<file path="config.mk">
export PLATFORM = sky130hd
export DESIGN_NAME = lz4_block_sequencer
export DESIGN_NICKNAME = d
export VERILOG_FILES = /design/src/rtl/lz4_block_sequencer.sv
export SDC_FILE = /design/constraint.sdc
export NUM_CORES = 1
export LEC_CHECK = 0
export CORE_ASPECT_RATIO = 1.75
export CORE_MARGIN = 2
export CORE_UTILIZATION = 36
export CTS_BUF_LIST = sky130_fd_sc_hd__clkbuf_16
export DETAILED_ROUTE_END_ITERATION = 8
export DONT_BUFFER_PORTS = 1
export PLACE_DENSITY = 0.47
export SETUP_SLACK_MARGIN = 0.1
export SLEW_MARGIN = 5
export SYNTH_ARGS = -nofsm -noshare
export SYNTH_HDL_FRONTEND = slang
export SYNTH_SLANG_ARGS = --single-unit
</file>
<file path="constraint.sdc">
create_clock -name clk -period 2.9 [get_ports clk]
set_clock_uncertainty 0.2 [all_clocks]
set_input_delay 0.58 -clock clk [delete_from_list [all_inputs] [get_ports clk]]
set_output_delay 0.58 -clock clk [all_outputs]
set_load 0.05 [all_outputs]
</file>
<file path="src/rtl/lz4_block_sequencer.sv">
// Parses the LZ4 block stream and meters compressed payload bytes into the core. Uncompressed payload bypasses the core to out_word.
// Latency: in_data reaches core_data/out_word combinationally. Backpressure: pops only when in_exists and the active sink (core_read/out_ready) allow.
// Build option LZ4_BLOCK_CHECKSUM_EN: each data block is followed by a 4-byte checksum, which is consumed and discarded.
module lz4_block_sequencer #(
    parameter int word_size = 8,
    parameter int CNT_W     = 22,
    parameter int BCNT_W    = 16
) (
    input  logic                 clk,
    input  logic                 reset_n,
    input  logic [word_size-1:0] in_data,
    input  logic                 in_exists,
    output logic                 in_read,
    output logic [word_size-1:0] core_data,
    output logic                 core_exists,
    input  logic                 core_read,
    output logic                 core_last,
    output logic [word_size-1:0] out_word,
    output logic                 out_valid,
    input  logic                 out_ready,
    output logic                 block_done,
    output logic                 frame_done,
    output logic                 error,
    output logic [BCNT_W-1:0]    block_count
);

    localparam int HDR_W  = 4 * word_size;
    localparam int SIZE_W = HDR_W - 1;

`ifdef LZ4_BLOCK_CHECKSUM_EN
    typedef enum logic [3:0] {
        S_HDR0, S_HDR1, S_HDR2, S_HDR3, S_DECIDE, S_FEED, S_COPY, S_END, S_ERR, S_CKSUM
    } state_t;
`else
    typedef enum logic [3:0] {
        S_HDR0, S_HDR1, S_HDR2, S_HDR3, S_DECIDE, S_FEED, S_COPY, S_END, S_ERR
    } state_t;
`endif

    state_t              state_q, state_d;
    logic [CNT_W-1:0]    rem_q, rem_d;
    logic [HDR_W-1:0]    hdr_q, hdr_d;
    logic [BCNT_W-1:0]   bcnt_q, bcnt_d;
    logic                done_q, done_d;
    logic                frame_q, frame_d;
    logic                err_q, err_d;
    logic                finish;
    logic [SIZE_W-1:0]   size;
    logic                oversize;

    assign core_data   = in_data;
    assign out_word    = in_data;
    assign block_done  = done_q;
    assign frame_done  = frame_q;
    assign error       = err_q;
    assign block_count = bcnt_q;

    assign size     = hdr_q[SIZE_W-1:0];
    assign oversize = (size >> CNT_W) != '0;

    // Gated by reset_n so no pop can leak out while reset is held.
    always_comb begin
        in_read     = 1'b0;
        core_exists = 1'b0;
        core_last   = 1'b0;
        out_valid   = 1'b0;
        if (reset_n) begin
            case (state_q)
                S_HDR0, S_HDR1, S_HDR2, S_HDR3: in_read = in_exists;
                S_FEED: begin
                    core_exists = in_exists;
                    in_read     = core_read & in_exists;
                    core_last   = (rem_q == CNT_W'(1));
                end
                S_COPY: begin
                    out_valid = in_exists;
                    in_read   = in_exists & out_ready;
                end
`ifdef LZ4_BLOCK_CHECKSUM_EN
                S_CKSUM: in_read = in_exists;
`endif
                default: ;
            endcase
        end
    end

    always_comb begin
        state_d = state_q;
        rem_d   = rem_q;
        hdr_d   = hdr_q;
        bcnt_d  = bcnt_q;
        done_d  = 1'b0;
        frame_d = frame_q;
        err_d   = err_q;
        finish  = 1'b0;
        case (state_q)
            S_HDR0, S_HDR1, S_HDR2, S_HDR3: begin
                if (in_read) begin
                    hdr_d   = {in_data, hdr_q[HDR_W-1:word_size]};
                    state_d = state_t'(state_q + 4'd1);
                end
            end
            S_DECIDE: begin
                if (hdr_q == '0) begin
                    frame_d = 1'b1;
                    state_d = S_END;
                end else if (oversize) begin
                    err_d   = 1'b1;
                    state_d = S_ERR;
                end else if (size == '0) begin
                    finish = 1'b1;
                end else begin
                    rem_d   = size[CNT_W-1:0];
                    state_d = hdr_q[HDR_W-1] ? S_COPY : S_FEED;
                end
            end
            S_FEED, S_COPY: begin
                if (in_read) begin
                    rem_d = rem_q - 1'b1;
                    if (rem_q == CNT_W'(1)) finish = 1'b1;
                end
            end
`ifdef LZ4_BLOCK_CHECKSUM_EN
            S_CKSUM: begin
                if (in_read) begin
                    rem_d = rem_q - 1'b1;
                    if (rem_q == CNT_W'(1)) begin
                        done_d  = 1'b1;
                        bcnt_d  = bcnt_q + 1'b1;
                        state_d = S_HDR0;
                    end
                end
            end
`endif
            default: ;
        endcase
        // End of payload: the checksum (when present) is reused-counted in rem.
        if (finish) begin
`ifdef LZ4_BLOCK_CHECKSUM_EN
            rem_d   = CNT_W'(4);
            state_d = S_CKSUM;
`else
            done_d  = 1'b1;
            bcnt_d  = bcnt_q + 1'b1;
            state_d = S_HDR0;
`endif
        end
    end

    always_ff @(posedge clk or negedge reset_n) begin
        if (!reset_n) begin
            state_q <= S_HDR0;
            rem_q   <= '0;
            hdr_q   <= '0;
            bcnt_q  <= '0;
            done_q  <= 1'b0;
            frame_q <= 1'b0;
            err_q   <= 1'b0;
        end else begin
            state_q <= state_d;
            rem_q   <= rem_d;
            hdr_q   <= hdr_d;
            bcnt_q  <= bcnt_d;
            done_q  <= done_d;
            frame_q <= frame_d;
            err_q   <= err_d;
        end
    end

endmodule

</file>
# Word level (Yosys, flattened, before mapping)
# Cells that the tools add are included.
# classes
bitwise	3
mux	27
n_eq_ne	13
add_sub_neg	3
reduce_logical	13
# ops
op	count
$mux 22	4
$pmux 22 s2	1
$logic_not 32->1	1
$logic_not 31->1	1
$reduce_bool 31->1	1
$eq 22x1->1 const B	1
$sub 22x1->22 const B	1
$mux 4	5
$add 16x1->16 const B	1
$mux 1	13
$eq 4x3->1 const B	3
$eq 4x2->1 const B	2
$ne 2x2->1 const B	4
$pmux 4 s2	1
$reduce_and 3->1	2
$ne 5x5->1 const B	1
$reduce_and 5->1	1
$add 4x1->4 const B	1
$eq 4x1->1 const B	1
$logic_not 4->1	1
$reduce_and 2->1	2
$reduce_or 4->1	1
$ne 3x3->1 const B	1
$pmux 1 s3	1
other kinds (7)	8
# word_totals
register_bits	77
wordCells	66
output_inout_bits	39
input_bits	13

# Logic depth before layout (Yosys ltp)
# depth
ltp_word	8
depth_mapped	8
mapped_depth_nobuf	7

# Worst setup path before layout
# OpenSTA, ideal clock, no wires.
# synth_path
path_type	register to output
start	reg state_q[1]
end	out in_read
t_required_ns	2.120
stages_incl_launch_ff	6
path_slack_ns	-0.380
arrival_ns	2.500
path_buffers	0
cell_sequence	dfrtp_1 -> inv_1 -> ha_1 -> or3_1 -> a221oi_1 -> nor4_1
# synth_via
elab_chain_len	4
word_cells_on_any_way	9
cone_classes	eq/ne (5); mux (2); reduce/logical (2)
# synth_rtl
item	line_no	rtl
start: declaration	40	state_t state_q, state_d;
start signal: assignment	160	state_q <= state_d;
$eq 4x1->1, or another cell as far along	68	case (state_q)
$reduce_or 4->1	68	
$pmux 1 s3 *	68	
$mux 1 *	67	if (reset_n) begin
end: declaration	13	output logic in_read,
# Mark *: on every way between the ends. The rest lies on a longest branch, timed or not.

# Worst setup path in the final report
# layout_path
start	reg rem_q[14]
end	out core_last
# layout_via
elab_chain_len	3
# layout_rtl
item	line_no	rtl
start: declaration	41	logic [CNT_W-1:0] rem_q, rem_d;
start signal: assignment	161	rem_q <= rem_d;
$eq 22x1->1	73	core_last = (rem_q == CNT_W'(1));
$mux 1	68	
$mux 1	67	
end: declaration	17	output logic core_last,
# Every way passes these cells.

==> flow_metrics.env <==
export IMPL_rsz0062_at_grt="yes"
export IMPL_startpoint_type="flip-flop"
export IMPL_hp_class="primary input to flip-flop"
export IMPL_crit_required_ps=2120
export IMPL_slew_violations=0
export IMPL_synth_edff_count=0
export IMPL_synth_async_reset_ratio_pct=100
export IMPL_maxCapViolations=0
export IMPL_use_met3_pct=3.46
export IMPL_final_antenna_net_count=0
export IMPL_grtUsageMet1_pct=21.5
export IMPL_p_leak_nw=2.00
export IMPL_syn_inst=406
export IMPL_yosys_top_cells_area="dfrtp_1 45%, mux2_2 8.5%, a21oi_1 3.3%"
export IMPL_grt_pass1_wl_mm=18.5
export IMPL_fillers=1106
export IMPL_setup_tns_ps=0
export IMPL_max_stage_delay_ps=580
export IMPL_grtUsageMet2_pct=33.1
export IMPL_clkSinkCount=77
export IMPL_status="finished, final reports clean"
export IMPL_drtIter0Drc=187
export IMPL_remaining_drc_errors=0
export IMPL_grt_max_degree=78
export IMPL_antennaDiodeCount=0
export IMPL_core_um2=11500
export IMPL_finalSetupViolCount=0
export IMPL_synth_seq_area_share_pct=45.4
export IMPL_syn_area_um2=4240
export IMPL_hpwl_mm=8.24
export IMPL_postSynthAreaPerCell_um2=10.4
export IMPL_grt_total_usage_pct=19.1
export IMPL_cp_end_kind="output port"
export IMPL_synth_most_common_cell="dfrtp_1"
export IMPL_cts_max_level=3
export IMPL_cts_buffer_depth=2
export IMPL_syn_to_final_growth_pct=14.5
export IMPL_place_area_um2=4430
export IMPL_die_h_um=148
export IMPL_die_w_um=86.0
export IMPL_max_freq_mhz=360
export IMPL_gr_total_overflow=0
export IMPL_grt_pass1_vias=3378
export IMPL_vias_per_cell=5.95
export IMPL_worst_pin_slew_ps=600
export IMPL_wl_per_cell_um=21.0
export IMPL_yosysWarnings=0
export IMPL_die_area_um2=12700
export IMPL_hold_viol_final=0
export IMPL_relSlewSlack_pct=60.0
export IMPL_vias=3314
export IMPL_synth_cell_type_count=60
export IMPL_port_buffers=0
export IMPL_insertion_delay_ps=340
export IMPL_cp_arrival_ps=2000
export IMPL_yosys_area_top_type="dfrtp_1"
export IMPL_power_density_nw_per_um2=958
export IMPL_period_share_pct=95.7
export IMPL_cts_root_buf="clkbuf_16"
export IMPL_initial_utilization_pct=36.8
export IMPL_cts_tree="done"
export IMPL_yosysTopAreaCellShare_pct=45.4
export IMPL_crit_fanout=5
export IMPL_critPathSlowestCell="or4_4"
export IMPL_drive_above_1_share_pct=26.1
export IMPL_finish_instance_area_um2=4850
export IMPL_worstPathCellList="or4_4 > nor3_4 > nand3_1 > nor3_2 > buf_6"
export IMPL_gp_congestion=0.834
export IMPL_worstSetupPathType="flip-flop to output port"
export IMPL_drt_pass1_iterations=4
export IMPL_synthFlopType="dfrtp_1"
export IMPL_ios=52
export IMPL_synth_common_cells="77 x dfrtp_1, 32 x mux2_2, 28 x a21oi_1"
export IMPL_ir_worst_vdd_mv=0.437
export IMPL_grt_busiest_layer="met2"
export IMPL_fin_nets=437
export IMPL_antenna_found_initial=0
export IMPL_period_needed_ps=2780
export IMPL_rows=52
export IMPL_wl_mm=11.7
export IMPL_syn_nets=426
export IMPL_cts_clk_slew_worst_paths_ps=60
export IMPL_cts_buffers_inserted=9
export IMPL_synth_seq_cells=77
## state kept, by name (all words and copies together), names as in the netlist
signal       cells
block_count     16
block_done       1
error            1
frame_done       1
hdr_q           32
rem_q           22
state_q          4
## through the flow
step	utilization [%]	std cells	setup WS, ps	total power [mW]	hold slack [ps]
2_1_floorplan	-	406	124	2.98	84.4
3_3_place_gp	38.5	533	265	3.41	86.0
3_5_place_dp	38.5	533	193	3.44	86.4
4_1_cts	41.8	556	94.0	4.63	172
5_1_grt	42.2	557	12.1	4.95	178
6_report	42.2	557	125	4.65	186
## power breakdown
group	switching [mW]	leakage (nW)	internal (mW)	total (mW)
Combinational	0.821	0.954	0.806	1.63
Sequential	0.485	0.923	1.49	1.97
Clock	0.472	0.128	0.581	1.05
Total	1.78	2.00	2.87	4.65
## layout by cell type (no fill, tap or decap), types with 3 or more instances in the layout
master / n
and3_1: 4
nand3_1: 7
clkbuf_16: 9
inv_1: 11
a22oi_1: 6
a21oi_1: 28
o21ai_0: 11
nand4_1: 11
a32o_1: 3
mux2_2: 32
dfrtp_1: 76
nor4_1: 10
ha_1: 4
nor3_1: 6
a31oi_1: 14
xnor2_1: 11
and2_1: 4
buf_4: 34
a2bb2oi_1: 10
nor2_1: 22
o211ai_1: 5
nor3_2: 4
xor2_1: 4
o2111ai_1: 4
or4_4: 3
and4_1: 7
o31ai_1: 3
nand2_1: 12
or3_1: 3
o22a_1: 9
o22ai_1: 3
## critical path, delay by kind of cell (launching register included)
kind                   cells  cell delay (ps)
buffers and inverters      1              180
flip-flops                 1              410
AND/OR/NAND/NOR            4             1060
## cell type report
cell class | instances | area [um^2] | area share [%]
Timing Repair Buffer | 37 | 304 | 6.26
Clock inverter | 7 | 48.8 | 1.01
Tap cell | 135 | 169 | 3.48
Inverter | 13 | 48.8 | 1.01
Sequential cell | 77 | 1930 | 39.7
Multi-Input combinational cell | 279 | 2130 | 43.9
Clock buffer | 9 | 225 | 4.64
## final timing paths
kind / startpoint / endpoint / slack, ps / cells past startpoint
max: rem_q[14] / core_last / 120 / 5
min: in_data[5] / hdr_q[29] / 190 / 1
max reg2reg: state_q[1] / block_count[1] / 210 / 8
min reg2reg: block_count[7] / block_count[7] / 330 / 1
max in group asynchronous: reset_n / state_q[0] / 1550 / 2
min in group asynchronous: reset_n / block_count[10] / 630 / 2
## per-layer routing
layer  part of all wire (%)  vias to the layer above
li1                       -                     1550
met1                     38                     1641
met4                    4.7                        0
met3                    3.8                       25
met2                     54                       98
met5                      0                        -
## repair_timing
action,in CTS,in global routing
pin swaps,1,1
hold endpoints to repair,77,0
gates resized for setup,8,8
hold buffers,2,0
buffers inserted,5,1
endpoints found under the setup margin,2,6
cloned,0,0
## cells by family after synthesis
logic type               Yosys count  share of synthesized area [%]
XOR/XNOR                          15                           3.10
AO/OA/AOI/OAI                    112                           18.6
AND/OR/NAND/NOR                  112                           15.9
adder cells (fa/ha/maj)            7                           2.07
buffers and inverters             50                           6.08
multiplexers                      33                           8.85
flip-flops                        77                           45.4
Power figures use the tool's default switching activity.
